===== config.mk =====
export PLATFORM = sky130hd
export DESIGN_NAME = uart_fifo_bridge
export DESIGN_NICKNAME = d
export VERILOG_FILES = /design/src/rtl/uart_pkg.sv /design/src/rtl/uart_sync_fifo.sv /design/src/rtl/uart_fifo_bridge.sv
export SDC_FILE = /design/constraint.sdc
export NUM_CORES = 1
export LEC_CHECK = 0
export CORE_ASPECT_RATIO = 0.7
export CORE_UTILIZATION = 40
export DETAILED_ROUTE_END_ITERATION = 12
export PLACE_DENSITY = 0.59
export RECOVER_POWER = 25
export SETUP_SLACK_MARGIN = 0.3
export SYNTH_ARGS = -nofsm -noshare
export SYNTH_HDL_FRONTEND = slang
export SYNTH_HIERARCHICAL = 1
export SYNTH_SLANG_ARGS = --single-unit

===== constraint.sdc =====
create_clock -name clk -period 4.4 [get_ports clk]
set_input_delay 1.32 -clock clk [delete_from_list [all_inputs] [get_ports clk]]
set_output_delay 1.32 -clock clk [all_outputs]
set_load 0.01 [all_outputs]

===== src/rtl/uart_pkg.sv =====
// rtl/uart_pkg.sv - shared constants and RX byte-present decode for the UART FIFO bridge
package uart_pkg;

    localparam int          UART_BYTE_W    = 8;
    localparam logic [31:0] UART_DAT_EMPTY = 32'hFFFF_FFFF;

    // The core reports a byte as {24'h0, byte}; any non-zero upper bits mean no byte.
    function automatic logic uart_rx_avail(input logic [31:0] i_dat);
        return (i_dat[31:UART_BYTE_W] == '0);
    endfunction

endpackage


===== src/rtl/uart_sync_fifo.sv =====
// rtl/uart_sync_fifo.sv - single-clock FIFO with combinational head and occupancy level
module uart_sync_fifo #(
    parameter int DEPTH = 16,
    parameter int WIDTH = 8
) (
    input  logic                       clk,
    input  logic                       reset,
    input  logic                       i_push,
    input  logic [WIDTH-1:0]           i_push_data,
    input  logic                       i_pop,
    output logic [WIDTH-1:0]           o_head,
    output logic                       o_full,
    output logic                       o_empty,
    output logic [$clog2(DEPTH):0]     o_level
);

    localparam int AW = $clog2(DEPTH);

    logic [WIDTH-1:0] r_mem [DEPTH];
    logic [AW:0]      r_wptr;
    logic [AW:0]      r_rptr;
    logic [AW:0]      r_level;
    logic             w_do_push;
    logic             w_do_pop;

    // Pointers carry one extra MSB so equal indices can be told apart as full or empty.
    assign o_empty   = (r_wptr == r_rptr);
    assign o_full    = (r_wptr[AW] != r_rptr[AW]) && (r_wptr[AW-1:0] == r_rptr[AW-1:0]);
    assign w_do_push = i_push && !o_full;
    assign w_do_pop  = i_pop && !o_empty;
    assign o_head    = r_mem[r_rptr[AW-1:0]];
    assign o_level   = r_level;

    always_ff @(posedge clk) begin
        if (reset) begin
            r_wptr  <= '0;
            r_rptr  <= '0;
            r_level <= '0;
        end else begin
            if (w_do_push) begin
                r_wptr <= r_wptr + 1'b1;
            end
            if (w_do_pop) begin
                r_rptr <= r_rptr + 1'b1;
            end
            r_level <= r_level + {{AW{1'b0}}, w_do_push} - {{AW{1'b0}}, w_do_pop};
        end
    end

    always_ff @(posedge clk) begin
        if (w_do_push) begin
            r_mem[r_wptr[AW-1:0]] <= i_push_data;
        end
    end

endmodule


===== src/rtl/uart_fifo_bridge.sv =====
// rtl/uart_fifo_bridge.sv - TX/RX byte FIFOs between the bus and the UART data register
// Optional macro UART_BRIDGE_RX_DROP_EN: drain the core when RX is full, dropping the byte and flagging overrun.
module uart_fifo_bridge
    import uart_pkg::*;
#(
    parameter int TX_DEPTH = 16,
    parameter int RX_DEPTH = 16
) (
    input  logic                          clk,
    input  logic                          reset,
    input  logic                          tx_valid,
    input  logic [UART_BYTE_W-1:0]        tx_data,
    output logic                          tx_ready,
    output logic                          rx_valid,
    output logic [UART_BYTE_W-1:0]        rx_data,
    input  logic                          rx_ready,
    output logic [$clog2(TX_DEPTH):0]     tx_level,
    output logic [$clog2(RX_DEPTH):0]     rx_level,
    output logic                          rx_overrun,
    input  logic                          rx_overrun_clr,
    output logic                          uart_dat_we,
    output logic [UART_BYTE_W-1:0]        uart_dat_di,
    input  logic                          uart_dat_wait,
    output logic                          uart_dat_re,
    input  logic [31:0]                   uart_dat_do
);

    logic [UART_BYTE_W-1:0] w_tx_head;
    logic                   w_tx_full;
    logic                   w_tx_empty;
    logic                   w_tx_pop;
    logic [UART_BYTE_W-1:0] w_rx_head;
    logic                   w_rx_full;
    logic                   w_rx_empty;
    logic                   w_rx_avail;
    logic                   w_rx_push;

    assign tx_ready    = !w_tx_full;
    assign uart_dat_we = !w_tx_empty;
    assign uart_dat_di = w_tx_empty ? '0 : w_tx_head;
    assign w_tx_pop    = uart_dat_we && !uart_dat_wait;

    uart_sync_fifo #(
        .DEPTH (TX_DEPTH),
        .WIDTH (UART_BYTE_W)
    ) u_tx_fifo (
        .clk         (clk),
        .reset       (reset),
        .i_push      (tx_valid),
        .i_push_data (tx_data),
        .i_pop       (w_tx_pop),
        .o_head      (w_tx_head),
        .o_full      (w_tx_full),
        .o_empty     (w_tx_empty),
        .o_level     (tx_level)
    );

    assign w_rx_avail = uart_rx_avail(uart_dat_do);
    assign w_rx_push  = w_rx_avail && !w_rx_full;
    assign rx_valid   = !w_rx_empty;
    assign rx_data    = w_rx_empty ? '0 : w_rx_head;

    uart_sync_fifo #(
        .DEPTH (RX_DEPTH),
        .WIDTH (UART_BYTE_W)
    ) u_rx_fifo (
        .clk         (clk),
        .reset       (reset),
        .i_push      (w_rx_push),
        .i_push_data (uart_dat_do[UART_BYTE_W-1:0]),
        .i_pop       (rx_ready),
        .o_head      (w_rx_head),
        .o_full      (w_rx_full),
        .o_empty     (w_rx_empty),
        .o_level     (rx_level)
    );

`ifdef UART_BRIDGE_RX_DROP_EN
    logic r_rx_overrun;

    assign uart_dat_re = w_rx_avail;
    assign rx_overrun  = r_rx_overrun;

    // A fresh drop outranks a coincident clear so no overrun goes unreported.
    always_ff @(posedge clk) begin
        if (reset) begin
            r_rx_overrun <= 1'b0;
        end else if (w_rx_avail && w_rx_full) begin
            r_rx_overrun <= 1'b1;
        end else if (rx_overrun_clr) begin
            r_rx_overrun <= 1'b0;
        end
    end
`else
    logic w_unused_clr;

    assign uart_dat_re  = w_rx_push;
    assign rx_overrun   = 1'b0;
    assign w_unused_clr = rx_overrun_clr;
`endif

endmodule


### Yosys cells after proc, flatten, opt, wreduce, memory -nomap -nowiden

Memory sizes are Yosys's and may differ from the RTL's. A register that Yosys moved wholly into a read port is not among the register bits.
Cells that the tools add are included.

| storage, ports and cells | value |
|---|---|
| bits in read-only memories | 0 |
| memory bits (writable) | 256 |
| word-level logic and storage cells | 46 |
| memories kept | 2 |
| latch bits | 0 |
| register bits | 30 |

Memory list:

| name | depth | width | rd ports | clocked after memory_dff | wr ports | RTL line | source |
|---|---|---|---|---|---|---|---|
| u_rx_fifo.r_mem | 16 | 8 | 1 | 1 | 1 | uart_sync_fifo.sv:19 | `logic [WIDTH-1:0] r_mem [DEPTH];` |
| u_tx_fifo.r_mem | 16 | 8 | 1 | 1 | 1 | uart_sync_fifo.sv:19 |  |

| cells by class | value |
|---|---|
| mux-type cells | 10 |
| reductions and logical operators | 14 |
| add/sub/neg operators | 8 |
| equality and inequality tests | 6 |
| multipliers | 0 |
| magnitude comparators | 0 |
| div/mod/pow operators | 0 |
| bitwise operators | 0 |
| shifts and indexed selects | 0 |

Operator list:

| cell | number |
|---|---|
| $logic_not 24->1 | 1 |
| $add 5x1->5 const B | 4 |
| $mux 4 | 4 |
| $mux 8 | 2 |
| $add 5x1->5 | 2 |
| $eq 5x5->1 | 2 |
| $sub 5x1->5 | 2 |
| $eq 4x4->1 | 2 |
| $logic_and 1x1->1 | 8 |
| $logic_not 1->1 | 5 |
| $mux 1 | 4 |
| $ne 1x1->1 | 2 |

### Logic depth before layout (Yosys ltp)

Gate-level depths: netlist of the first run.

| logic depth | value |
|---|---|
| depth in word-level cells | 7 |
| mapped depth | 17 |
| mapped depth without buffers | 16 |

### Modules after synthesis

Netlist of the first run, hierarchy kept.

Modules (own cells, without submodules):

| module | area an instance (sq um) | instances | cells an instance | sequential area each (sq um) |
|---|---|---|---|---|
| uart_sync_fifo | 6,087.1 | 2 | 307 | 4,224.1 |
| uart_fifo_bridge | 181.4 | 1 | 32 | 0.0 |

### Worst setup path before layout of the first run

OpenSTA, ideal clock, no wires.

| timing | value |
|---|---|
| path type | input to register |
| start point | input port uart_dat_do[9] |
| end point | register u_rx_fifo.r_level[4], in the netlist u_rx_fifo/o_level[4] |
| arrival | 3,981 ps |
| cell stages on the path | 14 |
| library setup time | 128 ps |
| path buffers | 1 |
| path slack | 291 ps |
| cell sequence | nor4_1 > nand4_1 > nor2_1 > a21boi_4 > buf_2 > inv_1 > ha_1 > inv_1 > ha_1 > fa_1 > a21o_1 > a21oi_1 > xnor2_1 > nor2_1 |

| between the ends | value |
|---|---|
| longest elaborated chain between the ends | 5 |

RTL lines:

| item | RTL line | source |
|---|---|---|
| start, declared | uart_fifo_bridge.sv:25 | `input logic [31:0] uart_dat_do` |
| $logic_not 24->1 | uart_pkg.sv:9 | `return (i_dat[31:UART_BYTE_W] == '0);` |
| $logic_and 1x1->1 | uart_fifo_bridge.sv:59 | `assign w_rx_push = w_rx_avail && !w_rx_full;` |
| named net uart_dat_re | uart_fifo_bridge.sv:24 | `output logic uart_dat_re,` |
| $logic_and 1x1->1 | uart_sync_fifo.sv:29 | `assign w_do_push = i_push && !o_full;` |
| $add 5x1->5 | uart_sync_fifo.sv:46 | `r_level <= r_level + {{AW{1'b0}}, w_do_push} - {{AW{1'b0}}, w_do_pop};` |
| $sub 5x1->5 | uart_sync_fifo.sv:46 |  |
| end signal, assigned | uart_sync_fifo.sv:46 |  |
| end, declared | uart_sync_fifo.sv:22 | `logic [AW:0] r_level;` |

The timed path passes the listed nets, and every way through them passes these cells.
A chain may end at the register's enable or synchronous reset.

==> results of run 1 <==
-- registers in the layout, indices dropped and copies added (netlist names), named ones only --
register and flops:
u_rx_fifo/r_wptr 5, u_tx_fifo/r_wptr 5, u_tx_fifo/r_rptr 5, u_rx_fifo/r_rptr 5, u_tx_fifo/r_mem 128, u_rx_fifo/r_mem 128, u_rx_fifo/o_level 5, u_tx_fifo/o_level 5
-- worst max-delay path, cell delays in order (launching register included) --
cell           delay [ps]
dfxtp_4               380
bufbuf_16             310
mux4_1                600
mux4_2                450
nor2b_1               140
dlygate4sd2_1         300
-- per-stage QoR --
| stage | power [W] | utilization, % |
|---|---|---|
| floorplan | 0.003643 | - |
| finish | 0.006173 | 47.97 |
| detailed placement | 0.003923 | 44.80 |
| global route | 0.006405 | 47.97 |
| CTS | 0.006232 | 47.94 |
| global placement | 0.003896 | 44.80 |
-- metal layers --
| layer | global-route usage (%) | vias up | wire (um) |
|---|---|---|---|
| met5 | 0 | - | 0 |
| met4 | 3.478 | 0 | 410 |
| met3 | 3.579 | 35 | 1736 |
| met2 | 23.44 | 219 | 10780 |
| met1 | 25.57 | 3309 | 12860 |
| li1 | - | 2832 | - |
-- power by group through the flow --
stage                     Combinational [W]  Sequential [W]  Clock, W
after floorplan                    0.000463         0.00318         0
after global placement             0.000713         0.00318         0
after detailed placement           0.000736         0.00319         0
after CTS                          0.000752         0.00313   0.00235
after global routing               0.000814         0.00313   0.00246
final                              0.000753         0.00313   0.00229
-- layout make-up --
class | instances | area share (%)
Clock buffer | 42 | 5.490
Sequential cell | 294 | 58.42
Inverter | 27 | 0.7003
Tap cell | 412 | 3.562
Timing Repair Buffer | 92 | 6.544
Multi-Input combinational cell | 296 | 24.69
Clock inverter | 12 | 0.5879
-- timing repair --
item | CTS | global route
gates resized for setup | 28 | 19
endpoints found under the setup margin | 18 | 16
pin swaps | 2 | 0
setup buffers | 2 | 2
gates cloned | 2 | 0
hold buffers | 0 | 0
-- cells in the final DEF, fill, tap and decap left out, drive strengths merged, types with 5 or more instances in the layout --
cell type and n:
edfxtp 256, mux4 80, clkdlybuf4s50 46, clkbuf 44
dfxtp 38, nor2 29, nor2b 28, inv 26
and3 24, ha 20, buf 18, a21oi 16
xnor2 14, nand4 13, mux2 12, clkinv 11
dlygate4sd3 10, and4 10, dlygate4sd2 9, xor2 6
a211oi 6, a311o 6, clkdlybuf4s15 5, nor4 5
-- cell families after synthesis --
kind of cell,Yosys count
other,1
AND/OR/NAND/NOR,119
multiplexers,94
XOR/XNOR,20
buffers and inverters,56
adder cells (fa/ha/maj),22
flip-flops,294
AO/OA/AOI/OAI,40
-- path summary, 6_finish.rpt --
| path | slack [ps] | cells after the start | end |
|---|---|---|---|
| max | 330 | 5 | rx_data[6] |
| min | 550 | 2 | flip-flop |
| max reg2reg | 840 | 13 | u_tx_fifo/o_level[4]$_SDFF_PP0_ |
| min reg2reg | 550 | 2 | flip-flop |
==> reports/metrics.yaml, run 1 <==
tightest_slew_ps: 664.8
switching_share_pct: 22.51
fin_crit_ps: 4066
fin_cells: 1175
synth_cell_types: 39
drt_pass1_iterations: 5
antenna_found_initial: 0
htreeDepth: 1
syn_nets: 714
track_usage_pct: 16.41
setup_viol: 0
dieWidth_um: 212.1
yosys.area_share.simple_pct: 5.519
yosys_warnings: 6
hold_violations: 0
overflow: 0
core_area_um2: 30170
dieArea_um2: 31610
wire_per_inst_um: 21.94
hold_class: "reg2reg"
viasPerCell: 5.443
synth_fa_ha_area_share_pct: 2.349
num_vias: 6395
crit_path_start_kind: "flip-flop"
timing.rr.start: "u_tx_fifo/r_wptr[2]$_SDFFE_PP0P_"
cp-end-kind: "output pin"
syn-cell-area_um2: 12360
fin_area_um2: 14470
min_from: "u_rx_fifo/r_rptr[1]$_SDFFE_PP0N_"
start_util_pct: 40.95
ys.flop_type: "edfxtp_1"
dp_slack_ps: 68.65
switchingPower_w: 0.001390
multi_input_area_um2: 3573
clkTransAtPathRegs_ps: 60
fill_cells: 2486
numCtsBuffers: 29
clk_path_buf_depth: 3
final-seq-area_um2: 8456
grt_pass1_wl_um: 38260
std_cell_rows: 53
synth_enable_flop_cells: 256
fmax_mhz: 245.9
yosys.area.top_type: "edfxtp_1"
dp_hpwl_um: 16800
drc: 0
synth.area.top_cells: "edfxtp_1 62%, mux4_1 10%, dfxtp_1 6.2%"
dpl_cell_area_um2: 13520
fin_nets: 808
p_int_w: 0.004783
grt_pass1_vias: 6280
synth_compound_area_share_pct: 2.491
seq_power_share_pct: 50.6
worstSetupPathType: "reg2out"
drive_above_1_share_pct: 15.99
rsz0062_at_grt: "true"
cts_tree: "built"
syn_inst: 646
power.leakage_nw: 4.806
ys_ff_latch: 294
drv_cap: 0
die-height_um: 149.0
clockPowerShare_pct: 37.2
critPathMaxFanout: 12
synth_seq_area_share_pct: 68.37
peakVddDrop_mv: 0.3661
cts-root-buf: "clkbuf_16"
cts_sinks: 294
synthTopCellsByCount: "256 x edfxtp_1, 48 x mux4_1, 38 x dfxtp_1"
slew_headroom_pct: 55.53
area_growth_pct: 17.13
port_buffers: 74
finClkSkew_ps: 21.97
drtIter0Drc: 386
crit_arrival_ps: 2750
dp_cells: 1115
holdWs_ps: 549.6
synth_xor_area_share_pct: 1.418
gp_congestion: 0.8061
antenna_left: 0
postSynthAreaPerCell_um2: 19.13
io_pins: 77
outcome: "completed"
antenna_cells: 0
clock_latency_ps: 550
synth.mux.area_fraction_pct: 17.30
period_share_pct: 92.42
p_per_area_nw_per_um2: 426.5
yosysTopAreaCellShare_pct: 62.22
worst_ep_required_time_ps: 3080
setup_ws_ps: 333.5
grt_max_degree: 33
fin_setup_tns_ps: 0
combinationalPowerShare_pct: 12.2
synth_top_family_by_area: "multiplexers"
synth_most_common_cell: "edfxtp_1"
report.final.slew_viol_count: 0
async_flop_share_pct: 0
wl_um: 25780
Power figures use the tool's default switching activity.
==> run 2: changes to the inputs <==
--- a/config.mk
+++ b/config.mk
@@ -6,9 +6,11 @@
 export NUM_CORES = 1
 export LEC_CHECK = 0
 export CORE_ASPECT_RATIO = 0.7
-export CORE_UTILIZATION = 40
+export CORE_MARGIN = 5
+export CORE_UTILIZATION = 50
 export DETAILED_ROUTE_END_ITERATION = 12
-export PLACE_DENSITY = 0.59
+export DONT_BUFFER_PORTS = 1
+export PLACE_DENSITY = 0.66
 export RECOVER_POWER = 25
 export SETUP_SLACK_MARGIN = 0.3
 export SYNTH_ARGS = -nofsm -noshare
==> reports/metrics.yaml, run 2 (same netlist as run 1, synthesis figures left out) <==
outcome: "completed"
num_vias: 6036  # -5.6%
cts_setup_buffers: 0  # -2
reg2reg_depth: 16  # +3
fmax_mhz: 257.1  # +4.5%
overflow: 0  # unchanged
drc: 0  # unchanged
clockPowerShare_pct: 39.7  # +2.5 points
finClkSkew_ps: 9.860  # -12.11 ps
hold_violations: 0  # unchanged
fin_crit_ps: 3890  # -176.3 ps
period_share_pct: 88.41  # -4.0 points
switching_share_pct: 21.73  # -0.78 points
cts-root-buf: "clkbuf_16"
port_buffers: 0  # -100%
cts_tree: "built"
worstSetupPathType: "reg2out"
critPathMaxFanout: 32  # +20
timing.rr.start: "u_rx_fifo/r_wptr[2]$_SDFFE_PP0P_"
fin_setup_tns_ps: 0  # unchanged
fin_nets: 725  # -10%
grt_pass1_wl_um: 36940  # -3.4%
power.leakage_nw: 4.462  # -7.2%
cp-end-kind: "output pin"
cts_sinks: 294  # unchanged
combinationalPowerShare_pct: 8.9  # -3.3 points
grt_max_degree: 41  # +24%
crit_path_start_kind: "flip-flop"
antenna_left: 0  # unchanged
seq_power_share_pct: 51.4  # +0.8 points
r2r_slack_ps: 1110  # +270 ps
dp_hpwl_um: 15960  # -5.0%
htreeDepth: 1  # unchanged
dieArea_um2: 28000  # -11%
io_pins: 77  # unchanged
clkTransAtPathRegs_ps: 60  # about the same
dp_cells: 952  # -15%
setup_viol: 0  # unchanged
p_total_w: 0.006108  # -1.1%
final_common_cell: "edfxtp_1"
drv_cap: 0  # unchanged
peakVddDrop_mv: 0.3145  # -14%
hold_class: "reg2reg"
crit_arrival_ps: 2570  # -180 ps
die-height_um: 141.5  # -5.0%
start_util_pct: 50.42  # +9.5 points
wire_per_inst_um: 24.49  # +12%
std_cell_rows: 48  # -9.4%
tightest_slew_ps: 925.5  # +260.7 ps
switchingPower_w: 0.001327  # -4.5%
dieWidth_um: 197.9  # -6.7%
slew_headroom_pct: 38.07  # -17 points
most-common-layout-cells: "256 x edfxtp_1, 48 x mux4_1, 36 x dfxtp_1, 32 x mux4_2, 29 x clkbuf_16"
p_per_area_nw_per_um2: 449.3  # +5.3%
cts_resized: 0  # -100%
area_growth_pct: 10.03
wl_um: 24590  # -4.6%
drt_pass1_iterations: 4  # -1
clock_latency_ps: 530  # -20 ps
report.final.slew_viol_count: 0  # unchanged
worst_ep_required_time_ps: 3080  # about the same
numCtsBuffers: 28  # -3.4%
timing.rr.end: "u_rx_fifo/o_level[4]$_SDFF_PP0_"
track_usage_pct: 17.41  # +1.0 points
final_util_pct: 55.48  # +7.5 points
p_int_w: 0.004781  # about the same
cts_hold_buf: 0  # unchanged
fin_cells: 1004  # -15%
antenna_found_initial: 0  # unchanged
crit_end: "uart_dat_di[7]"
gp_congestion: 0.8006  # -0.68%
rsz0062_at_grt: "false"
clk_path_buf_depth: 3  # unchanged
drive_above_1_share_pct: 14.73  # -1.3 points
viasPerCell: 6.012  # +10%
core_area_um2: 24500  # -19%
drtIter0Drc: 575  # +49%
grt_pass1_vias: 6113  # -2.7%
antenna_cells: 0  # unchanged
==> run 2: cell count changes in the layout (fill, tap and decap cells not counted), sizes merged, moves of 5 or more <==
cell	delta
dlygate4sd2	-9
clkdlybuf4s15	-5
clkdlybuf4s50	-46
clkbuf	-12
dlygate4sd3	-10
buf	-8
clkinv	+5
==> run 2: routing by layer <==
metal	global-route usage, %	part of all wire (%)	up-vias
met4	3.151	1.6	0
met1	27.53	47	3101
met5	0	0	-
met3	2.801	7.0	33
li1	-	-	2669
met2	26.17	45	233
==> run 2: how the worst min path moves through the flow <==
stage | from | slack, ps | cells after the start | endpoint
global placement | u_tx_fifo/r_rptr[1]$_SDFFE_PP0N_ | 520 | 2 | flip-flop
detailed placement | u_tx_fifo/r_rptr[1]$_SDFFE_PP0N_ | 530 | 2 | u_tx_fifo/r_rptr[1]$_SDFFE_PP0N_
CTS | u_tx_fifo/r_rptr[1]$_SDFFE_PP0N_ | 540 | 2 | flip-flop
global route | u_tx_fifo/r_rptr[1]$_SDFFE_PP0N_ | 590 | 2 | u_tx_fifo/r_rptr[1]$_SDFFE_PP0N_
floorplan | u_rx_fifo/r_rptr[1]$_SDFFE_PP0N_ | 490 | 2 | flip-flop
finish | u_tx_fifo/r_rptr[1]$_SDFFE_PP0N_ | 540 | 2 | flip-flop
==> run 2: power by group through the flow <==
stage / Clock (W) / Combinational, W / Sequential (W)
2_1_floorplan: 0 / 0.000463 / 0.00318
3_3_place_gp: 0 / 0.000517 / 0.00320
3_5_place_dp: 0 / 0.000540 / 0.00320
4_1_cts: 0.00247 / 0.000545 / 0.00314
5_1_grt: 0.00260 / 0.000596 / 0.00315
6_report: 0.00243 / 0.000543 / 0.00314
==> run 2: final cells by class <==
type,count,area [um2]
Sequential cell,294,8451
Clock buffer,32,737.0
Clock inverter,20,200.2
Tap cell,325,406.6
Inverter,27,101.3
Multi-Input combinational cell,296,3598
Fill cell,1825,10910
Timing Repair Buffer,10,100.1
==> run 2: stage by stage <==
step	cell area, um2	setup WS [ps]	hold WS, ps
6_report	13590	509.8	542.4
5_1_grt	13590	477.1	591.9
4_1_cts	13590	505.7	539.0
3_5_place_dp	12660	646.7	531.6
3_3_place_gp	12660	722.5	519.1
2_1_floorplan	12360	409.8	492.5
==> run 2: critical path: stages (launching register included) <==
cell	delay, ps
dfxtp_2	340
buf_12	240
mux4_1	710
mux4_2	550
nor2b_1	190
==> run 3: changes to the inputs <==
--- a/config.mk
+++ b/config.mk
@@ -7,12 +7,13 @@
 export LEC_CHECK = 0
 export CORE_ASPECT_RATIO = 0.7
 export CORE_MARGIN = 5
-export CORE_UTILIZATION = 50
+export CORE_UTILIZATION = 32
 export DETAILED_ROUTE_END_ITERATION = 12
 export DONT_BUFFER_PORTS = 1
-export PLACE_DENSITY = 0.66
+export PLACE_DENSITY = 0.47
 export RECOVER_POWER = 25
 export SETUP_SLACK_MARGIN = 0.3
+export SKIP_CTS_REPAIR_TIMING = 1
 export SYNTH_ARGS = -nofsm -noshare
 export SYNTH_HDL_FRONTEND = slang
 export SYNTH_HIERARCHICAL = 1
==> reports/metrics.yaml, run 3 (same netlist as run 1, synthesis figures left out) <==
num_vias: 5950  # -1.4%
antenna_cells: 0  # unchanged
hold_violations: 0  # unchanged
fin_crit_ps: 4001  # +110.9 ps
clock_latency_ps: 550  # +20 ps
critPathMaxFanout: 19  # -41%
overflow: 0  # unchanged
std_cell_rows: 60  # +25%
outcome: "completed"
grt_pass1_wl_um: 39310  # +6.4%
area_growth_pct: 12.23
setup_viol: 0  # unchanged
grt_pass1_vias: 6009  # -1.7%
viasPerCell: 5.055  # -16%
drv_cap: 0  # unchanged
dp_slack_ps: 649.7  # +2.977 ps
cpLargestDelayFamily: "multiplexers"
period_share_pct: 90.93  # +2.5 points
htreeDepth: 1  # unchanged
cp_cell_sequence: "buf_12, mux4_1, mux4_2, nor2b_1"
drt_pass1_iterations: 4  # unchanged
hold_class: "reg2reg"
drtIter0Drc: 437  # -24%
setup_ws_ps: 398.9  # -110.9 ps
wire_per_inst_um: 22.51  # -8.1%
dpl_cell_area_um2: 12850  # +1.5%
wl_um: 26500  # +7.7%
fmax_mhz: 249.9  # -2.8%
most-common-layout-cells: "256 x edfxtp_1, 48 x mux4_1, 36 x dfxtp_1, 32 x mux4_2, 31 x clkbuf_16"
clkTransAtPathRegs_ps: 60  # about the same
antenna_found_initial: 0  # unchanged
rsz0062_at_grt: "false"
report.final.slew_viol_count: 0  # unchanged
cts-root-buf: "clkbuf_16"
p_per_area_nw_per_um2: 450.6  # +0.29%
crit_slowest_cell: "mux4_1"
dieWidth_um: 244.9  # +24%
crit_path_start_kind: "flip-flop"
finClkSkew_ps: 17.61  # +7.755 ps
cts_tree: "built"
worst_ep_required_time_ps: 3080  # about the same
track_usage_pct: 12.17  # -5.2 points
fin_area_um2: 13870  # +2.0%
numCtsBuffers: 30  # +7.1%
fin_setup_tns_ps: 0  # unchanged
final_common_cell: "edfxtp_1"
cp-end-kind: "output pin"
dieArea_um2: 42700  # +52%
antenna_left: 0  # unchanged
fill_cells: 3536  # +94%
drive_above_1_share_pct: 15.42  # +0.69 points
tightest_slew_ps: 844.2  # -81.26 ps
dp_hpwl_um: 17450  # +9.4%
power.leakage_nw: 4.488  # +0.59%
core_area_um2: 38290  # +56%
fin_nets: 726  # +0.14%
crit_arrival_ps: 2680  # +110 ps
drc: 0  # unchanged
holdWs_ps: 552.8  # +10.31 ps
gp_congestion: 0.7746  # -3.2%
slew_headroom_pct: 43.51  # +5.4 points
clk_path_buf_depth: 3  # unchanged
cp.buffers_inverters: 1  # unchanged
die-height_um: 174.4  # +23%
grt_max_degree: 41  # unchanged
port_buffers: 0  # unchanged
worstSetupPathType: "reg2out"
final_util_pct: 36.22  # -19 points
peakVddDrop_mv: 0.2795  # -11%
io_pins: 77  # unchanged
cp_slowest_stage_delay_ps: 650  # -60 ps
start_util_pct: 32.27  # -18 points
cts_sinks: 294  # unchanged
-- run 3: changes by cell type in the layout (fill, tap and decap cells not counted), moves of 2 or more --
cell	delta
clkinv_4	+2
clkbuf_16	+2
clkbuf_1	+2
clkinv_1	-5
-- run 3: metrics by stage --
stage               instances  power, W
detailed placement       1122  0.003749
CTS                      1177  0.006346
floorplan                 646  0.003643
global route             1177  0.006514
global placement         1122  0.003737
finish                   1177  0.006249
-- run 3: worst min-delay path, stage by stage, from the launching register on --
cell	delay [ps]
dfxtp_1	340
nand2_1	70
mux2i_1	80
-- run 3: area by class of cell --
class / instances / area, um2 / area share [%]
multi-input combinational: 296 / 3598 / 25.95
clock inverter: 19 / 215.2 / 1.552
sequential: 294 / 8453 / 60.96
inverter: 27 / 101.3 / 0.7309
timing repair buffer: 9 / 83.83 / 0.6045
clock buffer: 36 / 794.5 / 5.730
tap: 496 / 620.6 / 4.475
-- run 3: worst paths after layout --
| check | to | cells after the start | start | slack (ps) |
|---|---|---|---|---|
| setup / recovery | uart_dat_di[7] | 4 | flip-flop | 400 |
| hold / removal | u_tx_fifo/r_rptr[1]$_SDFFE_PP0N_ | 2 | u_tx_fifo/r_rptr[1]$_SDFFE_PP0N_ | 550 |
| setup reg to reg | u_rx_fifo/o_level[4]$_SDFF_PP0_ | 15 | u_rx_fifo/r_wptr[4]$_SDFFE_PP0P_ | 970 |
| hold reg to reg | u_tx_fifo/r_rptr[1]$_SDFFE_PP0N_ | 2 | u_tx_fifo/r_rptr[1]$_SDFFE_PP0N_ | 550 |
-- run 3: where the power goes --
part | internal (W) | total (W) | leakage, nW | switching, W
Clock | 0.00153 | 0.00257 | 0.490 | 0.00104
Sequential | 0.00308 | 0.00315 | 2.62 | 0.0000677
Combinational | 0.000261 | 0.000532 | 1.38 | 0.000271
Total | 0.00487 | 0.00625 | 4.49 | 0.00138
-- run 3: routing by layer --
metal,global-route usage [%],wire length [um]
met1,18.69,12510
met2,17.75,11570
met3,2.782,1996
met4,2.523,423
met5,0,0
